### src/rtl/pic_pkg.sv
// Shared types and constants for the 8-level interrupt sequencer.
package pic_pkg;

  localparam int unsigned NUM_IR = 8;
  localparam int unsigned LVL_W  = 3;

  localparam logic [LVL_W-1:0]  SPURIOUS_LEVEL  = 3'd7;
  localparam logic [NUM_IR-1:0] SPURIOUS_ONEHOT = 8'b1000_0000;

  typedef enum logic [1:0] {
    ST_IDLE  = 2'd0,
    ST_ACK1  = 2'd1,
    ST_WAIT2 = 2'd2,
    ST_ACK2  = 2'd3
  } state_e;

  // Vector byte driven during the second acknowledge.
  typedef struct packed {
    logic [4:0]       base;
    logic [LVL_W-1:0] level;
  } vector_t;

  // Isolate the lowest set bit (highest priority in-service level).
  function automatic logic [NUM_IR-1:0] lowest_one(input logic [NUM_IR-1:0] v);
    return v & ((~v) + NUM_IR'(1));
  endfunction

endpackage

### src/rtl/interrupt_sequencer_if.sv
// Request/acknowledge/status bundle between control logic, CPU side and sequencer.
interface interrupt_sequencer_if;
  import pic_pkg::*;

  logic [NUM_IR-1:0] IR;
  logic [NUM_IR-1:0] IMR;
  logic              LTIM;
  logic              AEOI;
  logic              EOI;
  logic [7:0]        ICW2;
  logic              INTA;

  logic              INT;
  logic [NUM_IR-1:0] HIGHEST;
  logic [7:0]        VECTOR;
  logic              VECTOR_EN;
  logic [NUM_IR-1:0] ISR;
  logic [NUM_IR-1:0] IRR;

  modport master (
    output IR, IMR, LTIM, AEOI, EOI, ICW2, INTA,
    input  INT, HIGHEST, VECTOR, VECTOR_EN, ISR, IRR
  );

  modport slave (
    input  IR, IMR, LTIM, AEOI, EOI, ICW2, INTA,
    output INT, HIGHEST, VECTOR, VECTOR_EN, ISR, IRR
  );

endinterface

### src/rtl/priority_resolver.sv
// Combinational pick of the highest-priority unmasked request that can
// preempt everything currently in service.
module priority_resolver
  import pic_pkg::*;
(
  input  logic [NUM_IR-1:0] req_i,
  input  logic [NUM_IR-1:0] mask_i,
  input  logic [NUM_IR-1:0] isr_i,
  output logic [NUM_IR-1:0] grant_c_o,
  output logic [LVL_W-1:0]  level_c_o,
  output logic              valid_c_o
);

  logic blocked;

  // Scan from IR0 upward; an in-service bit blocks itself and all lower priorities.
  always_comb begin
    grant_c_o = '0;
    level_c_o = '0;
    valid_c_o = 1'b0;
    blocked   = 1'b0;
    for (int unsigned i = 0; i < NUM_IR; i++) begin
      if (isr_i[i]) begin
        blocked = 1'b1;
      end
      if (!blocked && !valid_c_o && req_i[i] && !mask_i[i]) begin
        grant_c_o[i] = 1'b1;
        level_c_o    = LVL_W'(i);
        valid_c_o    = 1'b1;
      end
    end
  end

endmodule

### src/rtl/interrupt_sequencer.sv
// 8-level interrupt sequencer: request capture, priority resolution and the
// two-pulse INTA acknowledge cycle that places the vector on the bus.
module interrupt_sequencer
  import pic_pkg::*;
(
  input logic                  CLK,
  input logic                  RST,
  interrupt_sequencer_if.slave bus
);

  state_e            state_q, state_d;
  logic [NUM_IR-1:0] ir_prev_q;
  logic              inta_q;
  logic [NUM_IR-1:0] irr_q, irr_d;
  logic [NUM_IR-1:0] isr_q, isr_d;
  logic [NUM_IR-1:0] highest_q, highest_d;
  logic [LVL_W-1:0]  level_q, level_d;
  logic              spurious_q, spurious_d;
  vector_t           vector_q, vector_d;
  logic              vector_en_q, vector_en_d;
  logic              int_q, int_d;

  logic [NUM_IR-1:0] cand_grant;
  logic [LVL_W-1:0]  cand_level;
  logic              cand_valid;

  logic              inta_fall;
  logic              inta_rise;
  logic [NUM_IR-1:0] isr_set;
  logic [NUM_IR-1:0] isr_eoi_clr;
  logic [NUM_IR-1:0] isr_aeoi_clr;
  logic [NUM_IR-1:0] irr_ack_clr;
  logic              unused_icw2;

  assign unused_icw2 = ^bus.ICW2[2:0];

  priority_resolver u_resolver (
    .req_i     (irr_q),
    .mask_i    (bus.IMR),
    .isr_i     (isr_q),
    .grant_c_o (cand_grant),
    .level_c_o (cand_level),
    .valid_c_o (cand_valid)
  );

  assign inta_fall = inta_q & ~bus.INTA;
  assign inta_rise = ~inta_q & bus.INTA;

  // Next-state and register-update logic.
  always_comb begin
    state_d      = state_q;
    highest_d    = highest_q;
    level_d      = level_q;
    spurious_d   = spurious_q;
    vector_d     = vector_q;
    vector_en_d  = vector_en_q;
    int_d        = 1'b0;
    isr_set      = '0;
    isr_aeoi_clr = '0;
    irr_ack_clr  = '0;
    isr_eoi_clr  = bus.EOI ? lowest_one(isr_q) : '0;

    unique case (state_q)
      ST_IDLE: begin
        if (inta_fall) begin
          state_d = ST_ACK1;
          if (cand_valid) begin
            highest_d   = cand_grant;
            level_d     = cand_level;
            spurious_d  = 1'b0;
            isr_set     = cand_grant;
            irr_ack_clr = cand_grant;
          end else begin
            highest_d  = SPURIOUS_ONEHOT;
            level_d    = SPURIOUS_LEVEL;
            spurious_d = 1'b1;
          end
        end else begin
          int_d = cand_valid;
        end
      end
      ST_ACK1: begin
        if (inta_rise) begin
          state_d = ST_WAIT2;
        end
      end
      ST_WAIT2: begin
        if (inta_fall) begin
          state_d     = ST_ACK2;
          vector_en_d = 1'b1;
          vector_d    = '{base: bus.ICW2[7:3], level: level_q};
        end
      end
      ST_ACK2: begin
        if (inta_rise) begin
          state_d     = ST_IDLE;
          vector_en_d = 1'b0;
          vector_d    = '0;
          highest_d   = '0;
          if (bus.AEOI && !spurious_q) begin
            isr_aeoi_clr = highest_q;
          end
        end
      end
      default: state_d = ST_IDLE;
    endcase

    // EOI acts on the pre-update ISR, so a bit set this cycle survives.
    isr_d = (isr_q & ~isr_eoi_clr & ~isr_aeoi_clr) | isr_set;

    if (bus.LTIM) begin
      irr_d = bus.IR;
    end else begin
      irr_d = (irr_q & ~irr_ack_clr) | (bus.IR & ~ir_prev_q);
    end
  end

  always_ff @(posedge CLK) begin
    if (RST) begin
      state_q     <= ST_IDLE;
      ir_prev_q   <= '0;
      inta_q      <= 1'b1;
      irr_q       <= '0;
      isr_q       <= '0;
      highest_q   <= '0;
      level_q     <= '0;
      spurious_q  <= 1'b0;
      vector_q    <= '0;
      vector_en_q <= 1'b0;
      int_q       <= 1'b0;
    end else begin
      state_q     <= state_d;
      ir_prev_q   <= bus.IR;
      inta_q      <= bus.INTA;
      irr_q       <= irr_d;
      isr_q       <= isr_d;
      highest_q   <= highest_d;
      level_q     <= level_d;
      spurious_q  <= spurious_d;
      vector_q    <= vector_d;
      vector_en_q <= vector_en_d;
      int_q       <= int_d;
    end
  end

  assign bus.INT       = int_q;
  assign bus.HIGHEST   = highest_q;
  assign bus.VECTOR    = vector_q;
  assign bus.VECTOR_EN = vector_en_q;
  assign bus.ISR       = isr_q;
  assign bus.IRR       = irr_q;

endmodule

### src/flat_wrapper.sv
// flat-port wrapper written by rule: the top's interface ports become plain ports
module interrupt_sequencer_flat import pic_pkg::*;
  (CLK, RST, bus_IR, bus_IMR, bus_LTIM, bus_AEOI, bus_EOI, bus_ICW2, bus_INTA, bus_INT, bus_HIGHEST, bus_VECTOR, bus_VECTOR_EN, bus_ISR, bus_IRR);
  interrupt_sequencer_if bus_i ();
  input logic CLK;
  input logic RST;
  input wire logic [$bits(bus_i.IR)-1:0] bus_IR;
  input wire logic [$bits(bus_i.IMR)-1:0] bus_IMR;
  input wire logic [$bits(bus_i.LTIM)-1:0] bus_LTIM;
  input wire logic [$bits(bus_i.AEOI)-1:0] bus_AEOI;
  input wire logic [$bits(bus_i.EOI)-1:0] bus_EOI;
  input wire logic [$bits(bus_i.ICW2)-1:0] bus_ICW2;
  input wire logic [$bits(bus_i.INTA)-1:0] bus_INTA;
  output wire logic [$bits(bus_i.INT)-1:0] bus_INT;
  output wire logic [$bits(bus_i.HIGHEST)-1:0] bus_HIGHEST;
  output wire logic [$bits(bus_i.VECTOR)-1:0] bus_VECTOR;
  output wire logic [$bits(bus_i.VECTOR_EN)-1:0] bus_VECTOR_EN;
  output wire logic [$bits(bus_i.ISR)-1:0] bus_ISR;
  output wire logic [$bits(bus_i.IRR)-1:0] bus_IRR;
  assign bus_i.IR = bus_IR;
  assign bus_i.IMR = bus_IMR;
  assign bus_i.LTIM = bus_LTIM;
  assign bus_i.AEOI = bus_AEOI;
  assign bus_i.EOI = bus_EOI;
  assign bus_i.ICW2 = bus_ICW2;
  assign bus_i.INTA = bus_INTA;
  assign bus_INT = bus_i.INT;
  assign bus_HIGHEST = bus_i.HIGHEST;
  assign bus_VECTOR = bus_i.VECTOR;
  assign bus_VECTOR_EN = bus_i.VECTOR_EN;
  assign bus_ISR = bus_i.ISR;
  assign bus_IRR = bus_i.IRR;
  interrupt_sequencer u_core (.CLK(CLK), .RST(RST), .bus(bus_i));
endmodule
### config.mk
export PLATFORM = sky130hd
export DESIGN_NAME = interrupt_sequencer_flat
export DESIGN_NICKNAME = d
export VERILOG_FILES = /design/src/rtl/pic_pkg.sv /design/src/rtl/interrupt_sequencer_if.sv /design/src/rtl/priority_resolver.sv /design/src/rtl/interrupt_sequencer.sv /design/src/flat_wrapper.sv
export SDC_FILE = /design/constraint.sdc
export NUM_CORES = 1
export LEC_CHECK = 0
export BUFFER_PORTS_ARGS = -buffer_cell sky130_fd_sc_hd__buf_2
export CORE_MARGIN = 2
export CORE_UTILIZATION = 30
export CTS_CLUSTER_SIZE = 20
export DETAILED_ROUTE_END_ITERATION = 10
export PLACE_DENSITY_LB_ADDON = 0.05
export RECOVER_POWER = 50
export SETUP_SLACK_MARGIN = 0.4
export SKIP_LAST_GASP = 1
export SYNTH_ARGS = -nofsm -noshare
export SYNTH_HDL_FRONTEND = slang
export SYNTH_HIERARCHICAL = 1
export SYNTH_SLANG_ARGS = --single-unit
### constraint.sdc
create_clock -name CLK -period 5.9 [get_ports CLK]
set_clock_uncertainty 0.15 [all_clocks]
set_input_delay 0.59 -clock CLK [delete_from_list [all_inputs] [get_ports CLK]]
set_output_delay 0.59 -clock CLK [all_outputs]
set_load 0.1 [all_outputs]
Word level (Yosys, flattened, before mapping)

Cells that the tools add are included.

Output and inout bits: 34
Register bits: 49
Logic and storage cells: 147
Input port bits: 30

Bitwise gates (word level): 17
Equal/unequal tests: 7
Mux-type cells: 54
Add/subtract/negate cells: 1
Reduce and logical (&&, ||, !) cells: 56

Operators with widths:

| operator            | count |
|---|---|
| $mux 8              | 12 |
| $and 8x8->8         | 5 |
| $not 8->8           | 5 |
| $pmux 8 s2          | 2 |
| $mux 1              | 27 |
| $logic_and 1x1->1   | 24 |
| $logic_not 1->1     | 24 |
| $mux 3              | 7 |
| $or 8x8->8          | 2 |
| $add 8x1->8 const B | 1 |
| $mux 2              | 4 |
| $ne 2x1->1 const B  | 4 |
| $pmux 2 s4          | 1 |
| $reduce_and 3->1    | 2 |
| $eq 2x2->1 const B  | 2 |
| $reduce_and 4->1    | 1 |
| $reduce_bool 2->1   | 2 |
| $not 1->1           | 3 |
| $reduce_or 3->1     | 1 |
| $and 1x1->1         | 2 |
| $eq 2x1->1 const B  | 1 |
| $logic_not 2->1     | 1 |
| $pmux 1 s2          | 1 |
| $reduce_and 2->1    | 1 |

Logic depth before layout (Yosys ltp)

Depth in word-level cells: 47
Mapped depth: 9
Gate-level depth less buffers: 7

Modules after synthesis

The synthesis kept the hierarchy.

Modules (own cells, without submodules):

| module              | instances | cells an instance | area an instance (µm²) | seq. area each (µm²) |
|---|---|---|---|---|
| interrupt_sequencer | 1         | 194               | 1965.6                 | 980.9 |
| priority_resolver   | 1         | 41                | 276.5                  | 0.0 |

Least setup slack after synthesis

Ideal clock, no wire load.

Path kind: register to register
Start point: register u_core.isr_q[0] (netlist: u_core/bus.ISR[0])
End point: register u_core.irr_q[0] (netlist: u_core/bus.IRR[0])
Buffers on the path: 2
Setup slack: 2.838 ns
Cell stages (with the launch flop): 10
Required time: 5.633 ns
Arrival time: 2.794 ns
Period minus slack after synthesis: 3.062 ns
Setup time: 0.117 ns
Cells stage by stage: dfxtp_1 or4_1 buf_2 or3b_4 nand4_1 nand2b_1 and2_1 buf_2 nand2_1 a32o_1

Word-level cells in the longest chain between the ends: 47
Elaborated cells on any way between the ends: 61
Those cells by class: mux: 20; bitwise: 3; reduce/logical: 38

RTL lines:

| item                            | RTL line                   | text |
|---|---|---|
| from (decl)                     | interrupt_sequencer.sv:15  | `logic [NUM_IR-1:0] isr_q, isr_d;` |
| from (signal assigned)          | interrupt_sequencer.sv:136 | `isr_q <= isr_d;` |
| $mux 1 *                        | priority_resolver.sv:23    | `if (isr_i[i]) begin` |
| $logic_not 1->1                 | priority_resolver.sv:26    | `if (!blocked && !valid_c_o && req_i[i] && !mask_i[i]) begin` |
| $logic_and 1x1->1 (2 in series) | priority_resolver.sv:26    |  |
| $mux 1                          | priority_resolver.sv:26    |  |
| $logic_not 1->1                 | priority_resolver.sv:26    |  |
| $logic_and 1x1->1 (3 in series) | priority_resolver.sv:26    |  |
| $mux 1                          | priority_resolver.sv:26    |  |
| $logic_not 1->1                 | priority_resolver.sv:26    |  |
| [29 not listed]                 | --                         |  |
| net u_core.cand_valid           | interrupt_sequencer.sv:25  | `logic cand_valid;` |
| $mux 8 *                        | interrupt_sequencer.sv:67  | `if (cand_valid) begin` |
| $mux 8 *                        | interrupt_sequencer.sv:65  | `if (inta_fall) begin` |
| $mux 8 *                        | interrupt_sequencer.sv:63  | `unique case (state_q)` |
| $not 8->8 *                     | interrupt_sequencer.sv:114 | `irr_d = (irr_q & ~irr_ack_clr) \| (bus.IR & ~ir_prev_q);` |
| $and 8x8->8 *                   | interrupt_sequencer.sv:114 |  |
| $or 8x8->8 *                    | interrupt_sequencer.sv:114 |  |
| $mux 8 *                        | interrupt_sequencer.sv:111 | `if (bus.LTIM) begin` |
| to (signal assigned)            | interrupt_sequencer.sv:135 | `irr_q <= irr_d;` |
| to (decl)                       | interrupt_sequencer.sv:14  | `logic [NUM_IR-1:0] irr_q, irr_d;` |

Mark *: on every way through the listed nets, which the timed path passes. The rest lies on a longest branch.
A chain may end at the register's enable or synchronous reset.

==> results.md <==
- Number of H-tree levels: 2
- Unrepaired setup endpoints after global routing: false
- CTS Hold Buffers Added: 0
- Required arrival time at the worst endpoint: 5950 ps
- Category of the worst setup path launch point: input port
- Summed area of non-filler cells in the final layout: 0.00270 mm²
- Residual antenna-violating net count after detailed routing: 0
- Maximum single-stage delay on the critical path: 920 ps
- Post-Route Setup TNS: 0 ps
- Post-CTS setup buffer count: 0
- Worst Setup Path Type: input port to flop
- Count of state elements after synthesis: 49
- CTS Buf Count: 5
- IO Count: 64
- Clock sink total: 49
- Synth area leader: sky130_fd_sc_hd__dfxtp_1
- Non-filler instance count after layout: 392
- Fin worst setup slack: 2750 ps
- Count of final hold-check violations: 0
- Maximum number of buffers from clock root to sink: 2
- Total vias in the final route: 1989
- Share of the synthesized area in the top cell type: 43.8%
- Fill cell count: 797
- Leakage: 1.09 nW
- Final routed DRC violation total: 0
- HPWL Detailed: 4330 µm
- Number of search-and-repair iterations in the first detailed-routing pass: 4
- Die Y: 90.5 µm
- Final Net Count: 326
- Core footprint: 0.00725 mm²
- Standard cell with the maximum stage delay on the critical path: sky130_fd_sc_hd__clkbuf_1
- Final Max Tran Viols: 0
- Distinct cell type count of the synthesized netlist: 53
- Pin count of the biggest net entering global routing: 28
- Placed instance area: 0.00262 mm²
- Root buf cell: sky130_fd_sc_hd__clkbuf_8
- TritonCTS clock tree: yes
- Sequential element share of the synthesized area: 43.8%
- DP Cell Count: 384
- CP cell instances: clkbuf_1, clkinv_1, and3_1, a22o_1
- Power density relative to cell area: 330 mW/mm²
- Initial core utilization: 30.9%
- Layout cells sized above 1: 18.1%
- Wire length of the first global-routing pass: 9470 µm
- Number of gates given a new drive strength after cts: 0
- Final critical delay including setup and external delays: 3150 ps
- Share of the cycle needed by the critical path after routing: 53.4%
- Warnings, synthesis: 6
- Clock-pin slew reported for the worst setup and hold paths after clock tree synthesis: 90 ps
- Least-Margin Pin Slew: 1290 ps
- Hold Path Class: flop to flop
- Number of antenna cells inserted: 0
- Area of the multi-input gates: 0.00117 mm²
- Syn Inst Count: 235
- Die area: 0.00818 mm²
- Number of failing setup endpoints in the final timing report: 0
- Number of enable flip-flop cells after synthesis: 0
- Worst EP arrival: 3190 ps
- Status: completed
- Sum of overflow across all layers after global routing: 0
- Post-Synthesis Net Count: 269
- Storage cell area: 981 µm²
- # rows: 31
- Clock latency reported for the late side of the worst-skew pair: 300 ps
- Syn-to-layout area delta: 20.3%
- Fmax achieved: 0.318 GHz
- CP max FO: 27
- Top FF cell, synth: sky130_fd_sc_hd__dfxtp_1
- Gr usage total: 14.3%
- Vias in the first global route: 1914
- Avg Cell Area, Syn: 9.54 µm²
- Wire length after detailed routing: 5830 µm
- Count of buffers inserted at the top-level ports: 60
- Critical path endpoint category: flop
- Synth top area cells: sky130_fd_sc_hd__dfxtp_1 (44%), sky130_fd_sc_hd__a32o_1 (4.5%), sky130_fd_sc_hd__nand2b_1 (3.9%)
- Worst ir drop on vdd: 94.8 µV
- RD Place Congestion: 0.731
- Rel. slew slack: 13.7%
- Worst setup slack before clock tree synthesis: 2760 ps
- Max-cap violation count: 0
- Proportion of synthesized flip-flops having asynchronous set or reset: 0%
- Via-to-Cell Ratio: 5.07
- Netlist area before placement: 0.00224 mm²
- Routed WL per cell: 14.9 µm
- Initial antenna violation count: 0
- Iter 0 DRT Violations: 78
- Width of the die: 90.5 µm
- Design Power: 0.889 mW
[critical path, delay by kind of cell]
| kind | cells | cell delay (ps) |
|---|---|---|
| compound gates | 1 | 260 |
| buf+inv | 2 | 1800 |
| simple gates | 1 | 530 |
[final timing paths]
kind	cells after the start	slack [ps]	endpoint	from
max reg2reg	7	2750	u_core/bus.HIGHEST[6]$_SDFFE_PP0P_	u_core/bus.ISR[1]$_SDFF_PP0_
min reg2reg	1	310	u_core/bus.VECTOR_EN$_SDFFE_PP0P_	u_core/bus.VECTOR_EN$_SDFFE_PP0P_
min	1	310	u_core/bus.VECTOR_EN$_SDFFE_PP0P_	u_core/bus.VECTOR_EN$_SDFFE_PP0P_
max	4	2750	u_core/bus.ISR[5]$_SDFF_PP0_	RST
[per-layer routing]
layer	wire (µm)	up-vias	track usage, %
li1	-	985	-
met1	2720	951	18.5
met2	2780	49	23.9
met3	278	4	3.51
met4	46	0	3.85
met5	0	-	0
[cell usage in the layout (no fill, tap or decap), types with 6 or more instances in the layout]
master                      n
sky130_fd_sc_hd__nor4bb_1   7
sky130_fd_sc_hd__buf_2     29
sky130_fd_sc_hd__nor2b_1   12
sky130_fd_sc_hd__nand2b_1  14
sky130_fd_sc_hd__inv_1     10
sky130_fd_sc_hd__a22o_1     9
sky130_fd_sc_hd__a32o_1    10
sky130_fd_sc_hd__a31o_2     7
sky130_fd_sc_hd__a21oi_1    7
sky130_fd_sc_hd__nor2_1    17
sky130_fd_sc_hd__dfxtp_1   49
sky130_fd_sc_hd__clkbuf_8   6
sky130_fd_sc_hd__nand2_1   14
sky130_fd_sc_hd__clkbuf_1  32
[metrics by stage]
stage | hold WS, ps | util [%]
finish | 309 | 37.2
global route | 335 | 37.2
global placement | 289 | 36.1
detailed placement | 288 | 36.1
floorplan | 293 | -
CTS | 312 | 37.7
[cell usage after synthesis, types with 2 or more instances]
master	n
sky130_fd_sc_hd__dfxtp_1	49
sky130_fd_sc_hd__a311oi_1	3
sky130_fd_sc_hd__nor3b_1	3
sky130_fd_sc_hd__nor2_1	17
sky130_fd_sc_hd__a31o_2	7
sky130_fd_sc_hd__a211o_1	3
sky130_fd_sc_hd__or3b_2	2
sky130_fd_sc_hd__a32o_1	10
sky130_fd_sc_hd__nor4bb_1	7
sky130_fd_sc_hd__a22o_1	9
sky130_fd_sc_hd__o22ai_1	2
sky130_fd_sc_hd__nand2b_1	14
sky130_fd_sc_hd__nand2_1	14
sky130_fd_sc_hd__and3_1	2
sky130_fd_sc_hd__a22oi_1	2
sky130_fd_sc_hd__o21ai_0	4
sky130_fd_sc_hd__ha_1	4
sky130_fd_sc_hd__buf_2	5
sky130_fd_sc_hd__nor3_1	2
sky130_fd_sc_hd__or3_1	2
sky130_fd_sc_hd__a31oi_1	2
sky130_fd_sc_hd__nand4_1	2
sky130_fd_sc_hd__nor2b_1	12
sky130_fd_sc_hd__inv_1	10
sky130_fd_sc_hd__a21o_1	5
sky130_fd_sc_hd__nor4_1	2
sky130_fd_sc_hd__nand3_1	5
sky130_fd_sc_hd__a21oi_1	7
sky130_fd_sc_hd__clkbuf_1	4
sky130_fd_sc_hd__nand3b_1	2
[layout make-up]
class	instances	share of cell area, %
repair buffers	60	9.70
inverters	11	1.53
clock inverters	1	1.11
flip-flops and latches	49	36.4
clock buffers	7	3.20
multi-input cells	165	43.5
well taps	99	4.59
[registers in the layout, summed over array words and instances, names as in the netlist]
name / cells
u_core/bus.IRR: 8
u_core/level_q: 3
u_core/bus.ISR: 8
u_core/bus.VECTOR: 8
u_core/bus.HIGHEST: 8
u_core/state_q: 2
u_core/spurious_q: 1
u_core/ir_prev_q: 8
u_core/inta_q: 1
u_core/bus.INT: 1
u_core/bus.VECTOR_EN: 1
[cell families after synthesis]
logic type | synth area share, %
AO/OA/AOI/OAI | 21.5
adder cells (fa/ha/maj) | 2.23
buffers and inverters | 3.96
flip-flops | 43.7
multiplexers | 0.446
AND/OR/NAND/NOR | 28.1
[power by group]
part / switching, mW / leakage (nW) / internal, mW
Clock: 0.113 / 0.0585 / 0.138
Sequential: 0.0176 / 0.401 / 0.357
Combinational: 0.191 / 0.632 / 0.0718
(Power assumes the default switching activity.)
